--- src/rtl/esm_pkg.sv ---
// Shared types and helpers for the ESM instruction-buffer control blocks.
package esm_pkg;

    typedef enum logic [1:0] {
        IDLE  = 2'd0,
        FILL  = 2'd1,
        DRAIN = 2'd2
    } esm_seq_state_t;

    // Index width for a buffer of the given (power-of-two) depth.
    function automatic int esm_idx_width(input int depth);
        return $clog2(depth);
    endfunction

endpackage

--- src/rtl/esm_buffer_sequencer.sv ---
// Fill/drain sequencer driving the ESM InstructionBuffer address, write strobe and output handshake.
// Optional feature: define ESM_SEQ_REPLAY_EN to add the replay input (re-drain the stored block without a refill).
module esm_buffer_sequencer
    import esm_pkg::*;
#(
    parameter int Instruction_word_size = 16,
    parameter int bs                    = 16,
    localparam int IW                   = esm_idx_width(bs)
) (
    input  logic                             clk,
    input  logic                             rst,
    input  logic                             flush,
`ifdef ESM_SEQ_REPLAY_EN
    input  logic                             replay,
`endif
    input  logic                             in_valid,
    output logic                             in_ready,
    input  logic                             in_last,
    input  logic [Instruction_word_size-1:0] Instr_in,
    output logic                             buf_we,
    output logic [IW-1:0]                    buf_index,
    output logic [Instruction_word_size-1:0] buf_wdata,
    output logic                             out_valid,
    input  logic                             out_ready,
    output logic                             out_last,
    output logic [IW:0]                      blk_len,
    output logic                             busy
);

    esm_seq_state_t state_q, state_d;
    logic [IW-1:0]  wr_ptr_q, wr_ptr_d;
    logic [IW-1:0]  rd_ptr_q, rd_ptr_d;
    logic [IW:0]    blk_len_q, blk_len_d;
    logic           out_valid_q, out_valid_d;

    logic in_fire_s;
    logic out_fire_s;
    logic blk_end_s;
    logic out_last_s;
    logic replay_go_s;

`ifdef ESM_SEQ_REPLAY_EN
    assign replay_go_s = (state_q == IDLE) & replay & (blk_len_q != {(IW+1){1'b0}});
`else
    assign replay_go_s = 1'b0;
`endif

    assign in_fire_s  = in_valid & in_ready;
    assign out_fire_s = out_valid_q & out_ready;
    assign blk_end_s  = in_fire_s & (in_last | (wr_ptr_q == IW'(bs - 1)));
    assign out_last_s = out_valid_q & ({1'b0, rd_ptr_q} == (blk_len_q - (IW+1)'(1)));

    // State register
    always_ff @(posedge clk) begin
        if (!rst) begin
            state_q <= IDLE;
        end else begin
            state_q <= state_d;
        end
    end

    // Next-state logic; flush overrides any handshake in the same cycle
    always_comb begin
        state_d = state_q;
        if (flush) begin
            state_d = IDLE;
        end else begin
            case (state_q)
                IDLE: begin
                    if (replay_go_s) begin
                        state_d = DRAIN;
                    end else if (blk_end_s) begin
                        state_d = DRAIN;
                    end else if (in_fire_s) begin
                        state_d = FILL;
                    end else begin
                        state_d = IDLE;
                    end
                end
                FILL: begin
                    if (blk_end_s) begin
                        state_d = DRAIN;
                    end else begin
                        state_d = FILL;
                    end
                end
                DRAIN: begin
                    if (out_fire_s & out_last_s) begin
                        state_d = IDLE;
                    end else begin
                        state_d = DRAIN;
                    end
                end
                default: state_d = IDLE;
            endcase
        end
    end

    // Output decode; DRAIN addresses one slot ahead on a fire so the registered read has no bubbles
    always_comb begin
        in_ready  = 1'b0;
        buf_index = wr_ptr_q;
        case (state_q)
            IDLE: begin
                in_ready  = rst & ~replay_go_s;
                buf_index = wr_ptr_q;
            end
            FILL: begin
                in_ready  = rst;
                buf_index = wr_ptr_q;
            end
            DRAIN: begin
                in_ready = 1'b0;
                if (out_fire_s) begin
                    buf_index = rd_ptr_q + IW'(1);
                end else begin
                    buf_index = rd_ptr_q;
                end
            end
            default: begin
                in_ready  = 1'b0;
                buf_index = wr_ptr_q;
            end
        endcase
    end

    assign buf_we    = in_fire_s;
    assign buf_wdata = Instr_in;
    assign out_valid = out_valid_q;
    assign out_last  = out_last_s;
    assign blk_len   = blk_len_q;
    assign busy      = (state_q != IDLE);

    // Pointer, length and output-valid next values
    always_comb begin
        wr_ptr_d    = wr_ptr_q;
        rd_ptr_d    = rd_ptr_q;
        blk_len_d   = blk_len_q;
        out_valid_d = out_valid_q;
        if (flush) begin
            wr_ptr_d    = {IW{1'b0}};
            rd_ptr_d    = {IW{1'b0}};
            blk_len_d   = {(IW+1){1'b0}};
            out_valid_d = 1'b0;
        end else if (replay_go_s) begin
            rd_ptr_d    = {IW{1'b0}};
            out_valid_d = 1'b0;
        end else if (blk_end_s) begin
            blk_len_d   = {1'b0, wr_ptr_q} + (IW+1)'(1);
            wr_ptr_d    = {IW{1'b0}};
            rd_ptr_d    = {IW{1'b0}};
            out_valid_d = 1'b0;
        end else if (in_fire_s) begin
            wr_ptr_d = wr_ptr_q + IW'(1);
        end else if (state_q == DRAIN) begin
            if (!out_valid_q) begin
                out_valid_d = 1'b1;
            end else if (out_fire_s & out_last_s) begin
                out_valid_d = 1'b0;
                rd_ptr_d    = {IW{1'b0}};
            end else if (out_fire_s) begin
                rd_ptr_d = rd_ptr_q + IW'(1);
            end else begin
                rd_ptr_d = rd_ptr_q;
            end
        end else begin
            out_valid_d = 1'b0;
        end
    end

    // Datapath registers
    always_ff @(posedge clk) begin
        if (!rst) begin
            wr_ptr_q    <= {IW{1'b0}};
            rd_ptr_q    <= {IW{1'b0}};
            blk_len_q   <= {(IW+1){1'b0}};
            out_valid_q <= 1'b0;
        end else begin
            wr_ptr_q    <= wr_ptr_d;
            rd_ptr_q    <= rd_ptr_d;
            blk_len_q   <= blk_len_d;
            out_valid_q <= out_valid_d;
        end
    end

endmodule

--- config.mk ---
export PLATFORM = sky130hd
export DESIGN_NAME = esm_buffer_sequencer
export DESIGN_NICKNAME = d
export VERILOG_FILES = /design/src/rtl/esm_pkg.sv /design/src/rtl/esm_buffer_sequencer.sv
export SDC_FILE = /design/constraint.sdc
export NUM_CORES = 1
export LEC_CHECK = 0
export ABC_AREA = 1
export CAP_MARGIN = 20
export CELL_PAD_IN_SITES_DETAIL_PLACEMENT = 0
export CELL_PAD_IN_SITES_GLOBAL_PLACEMENT = 1
export CORE_AREA = 2 2 48 95
export CTS_CLUSTER_DIAMETER = 120
export DETAILED_ROUTE_END_ITERATION = 10
export DIE_AREA = 0 0 50 97
export PLACE_DENSITY = 0.79
export RECOVER_POWER = 50
export SLEW_MARGIN = 20
export SYNTH_ARGS = -nofsm -noshare
export SYNTH_HDL_FRONTEND = slang
export SYNTH_SLANG_ARGS = --single-unit
--- constraint.sdc ---
create_clock -name clk -period 1.7 [get_ports clk]
set_input_delay 0.34 -clock clk [delete_from_list [all_inputs] [get_ports clk]]
set_output_delay 0.34 -clock clk [all_outputs]
set_load 0.005 [all_outputs]
### After elaboration in Yosys (flattened, before gate mapping)

Index checks and enable logic that the tools add are counted.
W data, S select, Z words.

| word-level totals | value |
|---|---|
| flip-flop bits (word level) | 16 |
| logic and storage cells | 39 |
| input bits | 22 |
| output and inout port bits | 30 |

| operators by class | value |
|---|---|
| mux-type cells | 12 |
| bitwise operators | 8 |
| reductions and logical operators | 6 |
| equality and inequality tests | 4 |
| add/subtract/negate cells | 4 |

Operators with widths:

| operator | number |
|---|---|
| $mux W4 | 3 |
| $add A4 B1 Y4 const B | 2 |
| $mux W2 | 3 |
| $pmux W2 S3 | 1 |
| $add A4 B1 Y5 const B | 1 |
| $and A1 B1 Y1 | 5 |
| $eq A4 B5 Y1 | 1 |
| $mux W1 | 5 |
| $sub A5 B1 Y5 const B | 1 |
| $eq A4 B4 Y1 const B | 1 |
| $reduce_or A2 Y1 | 2 |
| $reduce_and A3 Y1 | 1 |
| $reduce_or A3 Y1 | 1 |
| $eq A2 B1 Y1 const B | 1 |
| $eq A2 B2 Y1 const B | 1 |
| $logic_not A2 Y1 | 1 |
| $not A1 Y1 | 2 |
| $reduce_bool A2 Y1 | 1 |
| $or A1 B1 Y1 | 1 |

### Longest topological paths before layout

Gate-level depths: netlist (run 1).

| logic depth | value |
|---|---|
| depth after elaboration | 7 |
| depth in mapped cells | 11 |
| mapped depth without buffers | 11 |

### Worst setup path after synthesis (run 1)

No wires, ideal clock.

| path | value |
|---|---|
| path kind | register -> output |
| from | reg blk_len_q[0] (netlist: blk_len[0]) |
| to | out out_last |
| setup slack | 0.048 ns |
| path buffers | 0 |
| arrival | 1.312 ns |
| stages on the path, launching flop included | 8 |
| data required time | 1.360 ns |
| cells stage by stage | dfxtp_1 -> inv_1 -> ha_1 -> nand2_1 -> inv_1 -> nor2_1 -> nand3_1 -> nor4_1 |

| between the ends | value |
|---|---|
| cells in the longest elaborated chain, start to end | 3 |

Ends and longest elaborated chain:

| what | line | text |
|---|---|---|
| start, declared | esm_buffer_sequencer.sv:33 | `logic [IW:0] blk_len_q, blk_len_d;` |
| start signal, assigned | esm_buffer_sequencer.sv:176 | `blk_len_q <= {(IW+1){1'b0}};` |
| start signal, assigned | esm_buffer_sequencer.sv:181 | `blk_len_q <= blk_len_d;` |
| $sub A5 B1 Y5 | esm_buffer_sequencer.sv:51 | `assign out_last_s = out_valid_q & ({1'b0, rd_ptr_q} == (blk_len_q - (IW+1)'(1)));` |
| $eq A4 B5 Y1 | esm_buffer_sequencer.sv:51 |  |
| $and A1 B1 Y1 | esm_buffer_sequencer.sv:51 |  |
| end, declared | esm_buffer_sequencer.sv:25 | `output logic out_last,` |

No other way between the ends.

### Final worst setup path (run 1)

Same ends and word-level chain as after synthesis.

==> impl_summary.md, run 1 <==
Run status
The run finished, with violations left. The final reports fail on setup timing.

Clocking
The CTS tree is built. No sink is reached through more buffers than the 2 on the longest clock path. The clock input transition at the sequential cells of the worst setup and hold paths is 0.07 ns. The clock sink total is 16. The insertion delay to the later sink of the worst-skew pair is 0.25 ns. Buffers inserted to repair hold after CTS numbered 0. The cell chosen for the clock root is sky130_fd_sc_hd__clkbuf_8.

The number of buffers created by CTS is 3. The depth of the CTS H-tree is 1.

Logic synthesis
The count of flip-flops with a built-in enable after synthesis is 0. The Yosys step of the flow raised 0 warnings. The library cell with the highest instance count after synthesis is sky130_fd_sc_hd__nand2_1. Summing the sequential cell areas from Yosys gives 28.67% of the chip area. Summing every instance area after synthesis gives 1117 sq um. In the synthesized netlist the dominant register cell turns out to be sky130_fd_sc_hd__dfxtp_1. By area the synthesized netlist is led by sky130_fd_sc_hd__dfxtp_1, sky130_fd_sc_hd__nand2_1, sky130_fd_sc_hd__buf_4, sky130_fd_sc_hd__inv_1, sky130_fd_sc_hd__a21oi_1. The share of Yosys cell area claimed by the top area cell type is 28.67%.

The average instance in the mapped netlist occupies 7.255 sq um. The number of distinct standard cells referenced by the synthesized netlist is 29. The synthesized design contains 16 register bits. Counting every instance in the synthesized netlist gives 154.

The cell type with the largest total area after synthesis is sky130_fd_sc_hd__dfxtp_1. The number of nets handed over by synthesis was 179. By count the netlist is led by sky130_fd_sc_hd__nand2_1, sky130_fd_sc_hd__buf_4, sky130_fd_sc_hd__dfxtp_1, sky130_fd_sc_hd__inv_1. The post-synthesis async set-or-reset flop share is 0%.

Routing
The number of antenna-violating nets in the routed design is 0. The post-detailed-route via-to-cell ratio is 4.288. For this block, the via count after detailed routing is 1102.

The detailed-route wire length is 2844 microns. For this run, the detailed router's first-pass iteration total came to 4. The routed length per instance is 11.07 microns. The detailed router's first-iteration violation count is 4.

After detailed routing, the number of remaining DRC violations is 0.

Pwr
The design draws 0.8239 mW. For this design the static power due to leakage is 0.7771 nW. The worst ir drop on vdd is 0.4831 mV. In this run the power density over the cells is 482.8 nW/um^2.

Final layout
Of the cells placed in the final design, the portion with a size suffix greater than 1 is 47.32%. The final layout contains 231 nets. Leaving out filler cells and counting taps, the final layout contains 257.

The relative area change from synthesis to final layout is 52.74%. 0 antenna diodes ended up in the layout.

Timing
The count of endpoints failing hold in the final timing report is 0. The transition time of the tightest slew-check pin is 0.2187 ns. The final setup slack of the worst path is -0.1215 ns. Between clock sinks in the finished design, the worst skew comes to 0.003993 ns. The minimum clock period is 1.821 ns.

Derived from the worst setup path, the maximum achievable clock frequency is 0.5490 GHz. Setup repair after global routing could not meet its margin everywhere. The summed negative setup slack over all endpoints is -0.1215 ns. Setup violations remaining at the end of the flow were counted as 1. The number of pins with negative max-slew slack in the final report is 0. The ratio of final minimum period to clock period is 107.1%. Measured against its own limit, the worst slew margin works out to 85.37%.

Critical path
The slowest stage cell on the critical path is sky130_fd_sc_hd__dfxtp_2. At the worst endpoint, the required time is 1.36 ns. The class of the most critical setup path is flip-flop to output port. Among cell families on the critical path, the largest total delay comes from simple AND/OR/NAND/NOR gates. Across all register-to-register paths, the minimum setup slack is 0.12 ns. For the worst setup path, the data arrival time is 1.48 ns. The number of buffers and inverters on the critical path is 3. The maximum single-stage delay on the critical path is 0.32 ns. The largest fanout on the critical path is 3. Tracing the worst setup path back leads to its startpoint at blk_len[0]$_SDFFE_PP0P_. The kind of end point of the critical path is an output port. STA classifies the critical path startpoint as a flip-flop. In this run the critical register-to-register path is launched from blk_len[0]$_SDFFE_PP0P_. The signal on the critical path passes through inv_2 -> ha_4 -> buf_4 -> nand3_1 -> nand2_1 -> nand2_2 -> nor4_2 -> buf_2.

Placed design
Routability-driven placement finished with a final weighted congestion of 0.8515. Port buffering added 19 buffers. The number of placed cells counting well taps is 242. The half-perimeter wire length of the detailed placement result is 2140 microns.

Die
The placeable core area is 4088 sq um. The number of top-level pins is 52. The initial core utilization is 27.33%. The die covers 4850 sq um. The floorplan has 33 rows. From bottom edge to top edge, the die measures 97 microns. The die width is 50 microns.

Flow run
The reported max-cap violation count is 0.

Worst hold path
The start point of the worst hold path is rd_ptr_q[2]$_SDFFE_PP0P_. The worst hold path belongs to the class flip-flop to flip-flop.

GRT
Entering global routing, the biggest net connects 14 pins. For this run, global-route usage on met2 was measured as 24.19%. After global routing the overflow that remains totals 0. The number of antenna violations at the first check in global routing is 0.

The via count of the first global-routing pass is 1133. The first global-routing pass estimated 4795 microns of wire. The overall routing resource usage is 12.56%.

The met1 layer usage reported by global route is 12.06%. The met3 usage is 1.543%. In this run the most used layer during global routing was met2.
metrics by stage:
step / util (%) / setup slack, ns / cell area (sq um) / hold slack, ns
floorplan: - / 0.04804 / 1117 / 0.4658
detailed placement: 36.39 / -0.5571 / 1488 / 0.5007
global placement: 36.39 / -0.5310 / 1488 / 0.4972
finish: 41.75 / -0.1215 / 1707 / 0.4948
global route: 41.75 / -0.2353 / 1707 / 0.5092
CTS: 40.53 / -0.1625 / 1657 / 0.4927
cell usage in the layout (no fill, tap or decap), drive strengths merged, types with 3 or more instances in the layout:
cell type	instances
o22ai	3
nor2	13
inv	21
xor2	5
clkbuf	4
dlygate4sd2	3
buf	51
ha	3
nand2	39
o21ai	3
nand3	12
clkdlybuf4s50	10
dfxtp	16
a21oi	13
final cells by class:
class                   count  area, sq um
inverters                  21        83.83
fillers                   425         2381
repair buffers             64        509.2
well taps                  52        65.06
clock buffers               4        55.05
multi-input cells         100        663.1
flip-flops and latches     16        330.3
worst register-to-register path, delay by kind of cell (launching register included):
kind / cells / cell delay, ns
and+or+nand+nor: 6 / 0.61
AOI/OAI and AO/OA: 1 / 0.06
adders and majority gates: 1 / 0.23
DFF: 1 / 0.33
buffers and inverters: 3 / 0.24
routing by layer:
| layer | share of wire, % | wire, microns |
|---|---|---|
| met1 | 38 | 1087 |
| met2 | 56 | 1583 |
| met4 | 2.3 | 65 |
| met5 | 0 | 0 |
| met3 | 3.8 | 108 |
flip-flops by register name, indices dropped and copies added (netlist names):
signal / cells
blk_len: 5
out_valid: 1
rd_ptr_q: 4
state_q: 2
wr_ptr_q: 4
report_power, final:
part	leakage [nW]	switching, mW	internal, mW
Combinational	0.616	0.0481	0.0526
Sequential	0.133	0.00436	0.377
Clock	0.0288	0.136	0.206
worst paths after layout:
kind	to	depth (start not counted)
setup / recovery	out_last	8
hold / removal	rd_ptr_q[2]$_SDFFE_PP0P_	2
setup reg to reg	state_q[1]$_SDFF_PP0_	11
hold reg to reg	rd_ptr_q[2]$_SDFFE_PP0P_	2
what timing repair did:
| action | 4_1_cts | 5_1_grt |
|---|---|---|
| endpoints found under the setup margin | 10 | 12 |
| buffers inserted | 9 | 2 |
| pin swaps | 15 | 8 |
| gates resized for setup | 53 | 11 |
cells by family after synthesis:
group	count (synthesis)	synth area share (%)
AOI/OAI and AO/OA	20	11.42
xor gates and xnor gates	7	5.487
adders and majority gates	3	3.360
buffers and inverters	38	20.05
DFF	16	28.67
muxes	1	0.8959
and+or+nand+nor	69	30.12
(Power assumes the default switching activity.)
==> inputs of run 2 (changes only) <==
ABC_CLOCK_PERIOD_IN_PS = 1800   (was not set)
clock period = 1.8 ns   (was 1.7 ns; I/O delays follow)
==> run 2 against run 1 <==
Effect of this change:
- the run still ends with setup timing left
- combinational power is 16% lower
- clock power is 5% lower
- first-iteration DRC count grew to 2.5 times the previous value
- via count is 0.64% lower
- worst setup slack better by 0.11 ns
- core utilization is 0.61 points lower
==> impl_summary.md, run 2 (same netlist as run 1, synthesis figures left out) <==
GRT
The overall routing resource usage is 12.81%. The largest net degree at the start of global routing is 14. The global-route wire length before repair is 4712 microns. The via count of the first global-routing pass was 1098. The number of antenna violations at the first check in global routing came to 0.

The total overflow left after global routing is 0.

Routing
The post-route DRC violation count is 0. The routed length per instance is 11.35 microns. The routed design has 2906 microns of wire. Dividing the detail-routed via count by the number of cells gives 4.277. In this run, the number of DRC markers left after iteration 0 of detailed routing was 10. Across all layers, the routed design uses 1095 vias.

The detailed-routing iteration count for the pre-antenna-repair pass is 4. The number of antenna-violating nets in the routed design is 0.

Critical path
The capturing point of the worst reg2reg path is rd_ptr_q[3]$_SDFFE_PP0P_. The class of the most critical setup path is flip-flop to output port. In this run the worst path has a maximum fanout of 3.

The slowest stage cell on the critical path is sky130_fd_sc_hd__dfxtp_2. The total stage count of the critical path is 8. Walking the worst path, the cells encountered are inv_2 -> ha_4 -> nand2_1 -> nand2_1 -> nand2_1 -> nand2_2 -> nor4_2 -> buf_2.

The cell that appears most often on the critical path is sky130_fd_sc_hd__nand2_1. The data required time of the critical path is 1.44 ns. The number of buffers and inverters on the critical path is 2. The kind of end point of the critical path is an output port. STA classifies the critical path startpoint as a flip-flop. The launch point of the worst path is blk_len[1]$_SDFFE_PP0P_. The worst register-to-register path begins at blk_len[1]$_SDFFE_PP0P_. The family of cells with the greatest summed delay on the critical path is simple AND/OR/NAND/NOR gates. The data arrival at the endpoint of the critical path is 1.45 ns.

The depth of the worst register-to-register path is 12. The largest single stage delay on the critical path is 0.33 ns. The critical path ends at out_last. The register-to-register path setup slack is 0.13 ns.

Timing
The count of endpoints failing hold in the final timing report came to 0. The ratio of final minimum period to clock period is 100.5%. After layout, the worst setup slack is -0.008276 ns. In this run the tightest slew margin relative to its limit is 72.97%. The count of endpoints failing setup in the final report is 1.

The number of pins with negative max-slew slack in the final report is 0. Counting I/O delays and the setup requirement, the final critical path takes 1.808 ns. The transition time of the tightest slew-check pin is 0.4039 ns. The fmax is 0.5530 GHz. The worst hold slack is 0.4968 ns.

For the final routed database, the setup TNS stands at -0.008276 ns. Setup repair after global routing could not meet its margin everywhere. Between clock sinks in the finished design, the worst skew comes to 0.002574 ns.

Clocking
Clock latency on the worst-skew pair, taken at its later pin, is 0.25 ns. TritonCTS built the clock tree. The depth of the CTS H-tree is 1. The number of buffers inserted for hold repair after clock tree synthesis is 0.

In this run the deepest clock path goes through 2 buffers. Clock tree synthesis found a total of 16 sinks. The number of buffers created by CTS is 3. The clock input transition at the sequential cells of the worst setup and hold paths is 0.06 ns. The cell sitting at the root of the clock tree is a sky130_fd_sc_hd__clkbuf_8.

Run status
The flow ran to the end, but the final reports show violations. The final reports fail on setup timing.

Pwr
In this run the static leakage power is 0.7742 nW. For this design the ratio of total power to cell area is 456.6 nW/um^2. IR analysis of the VDD net gives a maximum drop of 0.4721 mV.

Final layout
The number of diodes is 0. Leaving out fill and tap cells, the most frequent cell in the layout is sky130_fd_sc_hd__buf_4. The relative area change from synthesis to final layout is 50.50%. The number of fill cells is 427. The library cells used most frequently in the layout, excluding fill and tap cells, are sky130_fd_sc_hd__buf_4, sky130_fd_sc_hd__nand2_1, sky130_fd_sc_hd__inv_1, sky130_fd_sc_hd__a21oi_1.

The finished layout holds 256 standard cells, fillers aside. Of the cells placed in the final design, the portion with a size suffix greater than 1 is 46.08%. The flip-flop count of the largest register, all copies and words added is 5. With fillers left out, the area of the finished cells amounts to 1682 sq um. After the last flow step, the layout net total stands at 230.

Placed design
The wire-length estimate of the detail-placed layout is 2134 microns. The congestion estimate from routability-driven global placement came to 0.9297. The number of placed cells counting well taps is 238. The count of buffers added on input and output ports is 19.

Before CTS, the worst setup slack after placement is -0.4905 ns. The placed instance area is 1458 sq um.

Die
The die is 97 microns tall. The die width is 50 microns. The die footprint is 4850 sq um. In this run the count of I/O pins placed on the die edge is 52. The initial core utilization is 27.33%. The region available for standard cell placement spans 4088 sq um.

In this run the core area contains 33 standard-cell rows.

Flow run
Max-cap violations in this run came to 0.

Worst hold path
The class of the most critical hold timing path is flip-flop to flip-flop.
-- run 2: cell count changes in the layout (fill, tap and decap cells not counted), sizes merged --
cell / previous run / this run
clkbuf: 4 / 5
dlygate4sd2: 3 / 5
buf: 51 / 47
-- run 2: cell type report --
cell class,count,area (sq um),area share [%]
Clock buffer,4,55.05,3.274
Inverter,21,83.83,4.985
Multi-Input combinational cell,100,646.9,38.47
Sequential cell,16,332.8,19.79
Tap cell,52,65.06,3.869
Timing Repair Buffer,63,498.0,29.61
-- run 2: worst min path at each step --
stage	from	slack (ns)	depth (start not counted)	end
after floorplan	wr_ptr_q[1]$_SDFFE_PP0P_	0.47	2	wr_ptr_q[1]$_SDFFE_PP0P_
after global placement	rd_ptr_q[2]$_SDFFE_PP0P_	0.50	2	rd_ptr_q[2]$_SDFFE_PP0P_
after detailed placement	blk_len[4]$_SDFFE_PP0P_	0.50	2	blk_len[4]$_SDFFE_PP0P_
after CTS	rd_ptr_q[0]$_SDFFE_PP0P_	0.50	2	rd_ptr_q[0]$_SDFFE_PP0P_
after global routing	rd_ptr_q[2]$_SDFFE_PP0P_	0.54	2	rd_ptr_q[2]$_SDFFE_PP0P_
final	rd_ptr_q[2]$_SDFFE_PP0P_	0.50	2	rd_ptr_q[2]$_SDFFE_PP0P_
-- run 2: worst min-delay path: stages (launching register included) --
cell and delay, ns:
sky130_fd_sc_hd__dfxtp_2 0.34, sky130_fd_sc_hd__nand2_1 0.06, sky130_fd_sc_hd__a21oi_1 0.05
-- run 2: power breakdown --
part / switching, mW / internal, mW / total, mW
Combinational: 0.0417 / 0.0435 / 0.0852
Clock: 0.129 / 0.194 / 0.324
Sequential: 0.00416 / 0.355 / 0.359
Total: 0.175 / 0.593 / 0.768
-- run 2: per-layer routing --
layer	global-route usage [%]	share of wire, %
met2	22.98	57
met1	12.56	36
met4	9.829	3.9
met3	1.543	3.6
met5	0	0
-- run 2: through the flow --
stage | util (%) | total power [mW]
6_report | 41.14 | 0.7679
5_1_grt | 41.14 | 0.8004
4_1_cts | 39.06 | 0.7746
3_5_place_dp | 35.66 | 0.4540
3_3_place_gp | 35.66 | 0.4534
2_1_floorplan | - | 0.4409
-- run 2: timing repair --
action	4_1_cts	5_1_grt
resized for setup	31	22
endpoints found under the hold margin	0	0
pin swaps	8	9
cloned	0	0
buffers inserted	10	4
endpoints found under the setup margin	7	11
==> inputs of run 3 (changes only) <==
ABC_AREA = not set   (was 1)
CORE_AREA = 2 2 47 92   (was 2 2 48 95)
DIE_AREA = 0 0 49 94   (was 0 0 50 97)
==> run 3 against run 2 <==
Effect of this change:
- the run still ends with setup timing left
- final cell count is 18% lower
- design area is 14% lower
- area after synthesis is 6.2% lower
- register-to-register slack worse by 0.08 ns
- routed wire length is 7.0% lower
- die area is 5.0% lower
- sequential power hardly changed
- sequential share of layout area is 3.0 points higher
- worst setup slack worse by 0.040 ns
- core utilization is 4.0 points lower
- non-clock buffer count is 17 lower
- largest cell class unchanged
- highest routed layer unchanged
==> impl_summary.md, run 3 <==
Run status
The flow ran to the end, but the final reports show violations. The final reports fail on setup timing.

Routing
In this run the remaining antenna-violating nets after routing total 0. Across all layers, the routed design uses 954 vias. The detailed-routing iteration count for the pre-antenna-repair pass is 4. After detailed routing, the number of remaining DRC violations is 0.

The detailed-route wire length is 2703 microns. In the routed layout, each cell is associated on average with a via count of 4.543. The highest metal layer carrying signal wires in the routed design is met4. The detailed router's first-iteration violation count is 6.

The wire length on met2 is 1529 microns. In the final routing, the length of wire on met1 measures 964 microns. The wire length on met3 is 104 microns. Dividing the detail-routed wire length by the instance count gives 12.87 microns.

Critical path
The capture point of the worst path is out_last. By startpoint and endpoint, the worst setup path is classified as flip-flop to output port. The largest fanout on the critical path is 2.

The worst register-to-register path has a setup slack of 0.05 ns. The most critical setup path has its startpoint at blk_len[1]$_SDFFE_PP0P_. The data required time of the critical path is 1.44 ns. STA classifies the critical path startpoint as a flip-flop. The depth of the worst register-to-register path is 6. The capturing point of the worst reg2reg path is blk_len[0]$_SDFFE_PP0P_. STA classifies the critical path endpoint as an output port.

Data arrives at the worst endpoint at 1.49 ns. In this run the critical register-to-register path is launched from wr_ptr_q[1]$_SDFFE_PP0P_.

Timing
The count of endpoints failing hold in the final timing report came to 0. After layout, the worst setup slack is -0.04856 ns. The worst path in the final design needs a cycle of 1.849 ns, including I/O delays and setup.

In the finished design, the share of the clock period the worst path needs comes to 102.7%. Headroom to the max-slew limit came out at 74.40%. The number of pins with negative max-slew slack in the final report came to 0. The transition time of the tightest slew-check pin is 0.3840 ns.

The count of endpoints failing setup in the final report is 1. The worst hold slack is 0.4794 ns. After routing, the total negative slack on setup checks comes to -0.04856 ns. Based on the critical path, the design can be clocked at up to 0.5410 GHz.

Setup repair after global routing could not meet its margin everywhere. The post-route clock skew is 0.002511 ns.

Final layout
Leaving out fill and tap cells, the most frequent cells in the layout are sky130_fd_sc_hd__buf_4, sky130_fd_sc_hd__nand2_1, sky130_fd_sc_hd__dfxtp_1, sky130_fd_sc_hd__xor2_1, sky130_fd_sc_hd__nor2_1. The number of diodes is 0. The flip-flop count of the largest register, all copies and words added is 5. The most common cell after layout, fill and taps aside is sky130_fd_sc_hd__buf_4.

With fillers left out, the area of the finished cells amounts to 1444 sq um. The relative area change from synthesis to final layout is 37.71%. Fill cells in the final layout number 429. The fraction of layout cells with a size suffix above 1 is 31.45%. The area of the multi-input gates is 601.8 sq um.

The net count of the finished layout is 185. The sequential cell area is 329.1 sq um.

Logic synthesis
Ranked by total cell area, the synthesized netlist is headed by sky130_fd_sc_hd__dfxtp_1, sky130_fd_sc_hd__buf_4, sky130_fd_sc_hd__xor2_1, sky130_fd_sc_hd__nand2_1, sky130_fd_sc_hd__ha_1. The count of flip-flops with a built-in enable after synthesis is 0. The cell count after synthesis came out at 129. The cell type with the largest total area after synthesis is sky130_fd_sc_hd__dfxtp_1. The synthesized area is 1049 sq um.

The post-synthesis async set-or-reset flop share is 0%. Yosys printed 0 warnings. The most used flip-flop cell after synthesis is sky130_fd_sc_hd__dfxtp_1. Synthesis produced a netlist with a net count of 154. The number of different library cells used by synthesis comes to 35.

The sequential element share of the synthesized area is 30.55%. The commonest cells after synthesis are sky130_fd_sc_hd__buf_4, sky130_fd_sc_hd__dfxtp_1, sky130_fd_sc_hd__nand2_1. The register bit total from synthesis is 16.

The mean cell area of the mapped netlist is 8.128 sq um. The library cell with the highest instance count after synthesis is sky130_fd_sc_hd__buf_4. The share of Yosys cell area claimed by the top area cell type is 30.55%.

Clocking
TritonCTS built the clock tree. The tree is rooted in a sky130_fd_sc_hd__clkbuf_8. The number of buffers created by CTS is 3. The insertion delay to the later sink of the worst-skew pair is 0.25 ns. Clock-pin slew was measured on the worst setup and hold paths at 0.06 ns. CTS built an H-tree with a depth of 1.

Counting along the longest clock path gives a buffer depth of 2. The clock sink total is 16. The number of buffers inserted for hold repair after clock tree synthesis is 0.

Pwr
Power spread over the standard cell area amounts to 521.2 nW/um^2. The worst ir drop on vdd is 0.2055 mV. The leakage power is 0.6268 nW. Overall power consumption after layout is estimated at 0.7526 mW.

Die
The number of top-level pins is 52. Once the floorplan was initialized, standard cells occupied 27.00% of the core. Measured along the y axis, the die boundary spans 94 microns. In this run the core area contains 32 standard-cell rows. The placeable core area is 3884 sq um. The die footprint is 4606 sq um.

In this run the horizontal extent of the chip is 49 microns.

GRT
The first global-routing pass estimated 4471 microns of wire. The largest net degree at the start of global routing is 11. The overall overflow remaining after global route is 0.

The number of antenna violations at the first check in global routing was 0. The overall routing resource usage is 12.63%. The via count of the first global-routing pass came to 1079.

Placed design
The half-perimeter wire length of the detailed placement result is 2167 microns. Summing all placed instances gives a cell area of 1343 sq um. The last weighted congestion value of the routability-driven placer is 0.7916. The count of buffers added on input and output ports is 19.

Worst hold path
The class of the most critical hold timing path is flip-flop to flip-flop.

Flow run
The reported max-cap violation count is 0.
==> run 3: where the power goes <==
group / internal [mW] / total [mW] / switching, mW / leakage [nW]
combinational: 0.0397 / 0.0721 / 0.0324 / 0.466
sequential: 0.356 / 0.358 / 0.00199 / 0.132
clock: 0.194 / 0.323 / 0.129 / 0.0288
==> run 3: how the worst min path moves through the flow <==
stage	from	end	slack, ns	cells after the start
6_report	rd_ptr_q[1]$_SDFFE_PP0P_	rd_ptr_q[1]$_SDFFE_PP0P_	0.48	2
5_1_grt	rd_ptr_q[1]$_SDFFE_PP0P_	rd_ptr_q[1]$_SDFFE_PP0P_	0.50	2
4_1_cts	rd_ptr_q[1]$_SDFFE_PP0P_	rd_ptr_q[1]$_SDFFE_PP0P_	0.48	2
3_5_place_dp	rd_ptr_q[1]$_SDFFE_PP0P_	rd_ptr_q[1]$_SDFFE_PP0P_	0.48	2
3_3_place_gp	rd_ptr_q[1]$_SDFFE_PP0P_	rd_ptr_q[1]$_SDFFE_PP0P_	0.46	2
2_1_floorplan	wr_ptr_q[0]$_SDFFE_PP0P_	blk_len[0]$_SDFFE_PP0P_	0.48	1
==> run 3: metal layers <==
| metal | vias to the layer above | GRT usage (%) |
|---|---|---|
| li1 | 481 | - |
| met4 | 0 | 10.24 |
| met5 | - | 0 |
| met1 | 434 | 10.37 |
| met2 | 26 | 25.80 |
| met3 | 13 | 1.115 |
==> run 3: worst max-delay path, stage by stage (launching register included) <==
cell and delay (ns):
sky130_fd_sc_hd__dfxtp_2 0.33, sky130_fd_sc_hd__inv_2 0.05, sky130_fd_sc_hd__ha_4 0.26, sky130_fd_sc_hd__xor2_1 0.11, sky130_fd_sc_hd__and3_1 0.20, sky130_fd_sc_hd__o211ai_2 0.11, sky130_fd_sc_hd__inv_1 0.06, sky130_fd_sc_hd__buf_2 0.10
==> run 3: logic make-up (layout without fill, tap and decap cells) <==
group                      Yosys count  in the layout  share of synthesized area, %
adders and majority gates            3              3                         3.580
DFF                                 16             16                         30.55
and+or+nand+nor                     48             48                         23.51
AOI/OAI and AO/OA                   21             21                         13.36
buffers and inverters               26             56                         16.23
xor gates and xnor gates            13             13                         10.86
muxes                                2              2                         1.909
==> run 3: area by class of cell <==
class                      count  area share, %
multi-input combinational     87          41.68
sequential                    16          22.79
timing repair buffer          46          25.74
tap                           51          4.419
clock buffer                   4          3.813
inverter                       6          1.560
==> run 3: what timing repair did <==
item / CTS / global route
pin swaps: 3 / 2
setup buffers: 2 / 0
resized for setup: 28 / 8
endpoints found under the setup margin: 10 / 7
endpoints found under the hold margin: 0 / 0
==> run 3: metrics by stage <==
step | cells | util, % | worst slack, ns
2_1_floorplan | 129 | - | 0.1563
3_3_place_gp | 204 | 34.57 | -0.4768
3_5_place_dp | 204 | 34.57 | -0.4739
4_1_cts | 210 | 36.95 | -0.04127
5_1_grt | 210 | 37.18 | -0.1282
6_report | 210 | 37.18 | -0.04856
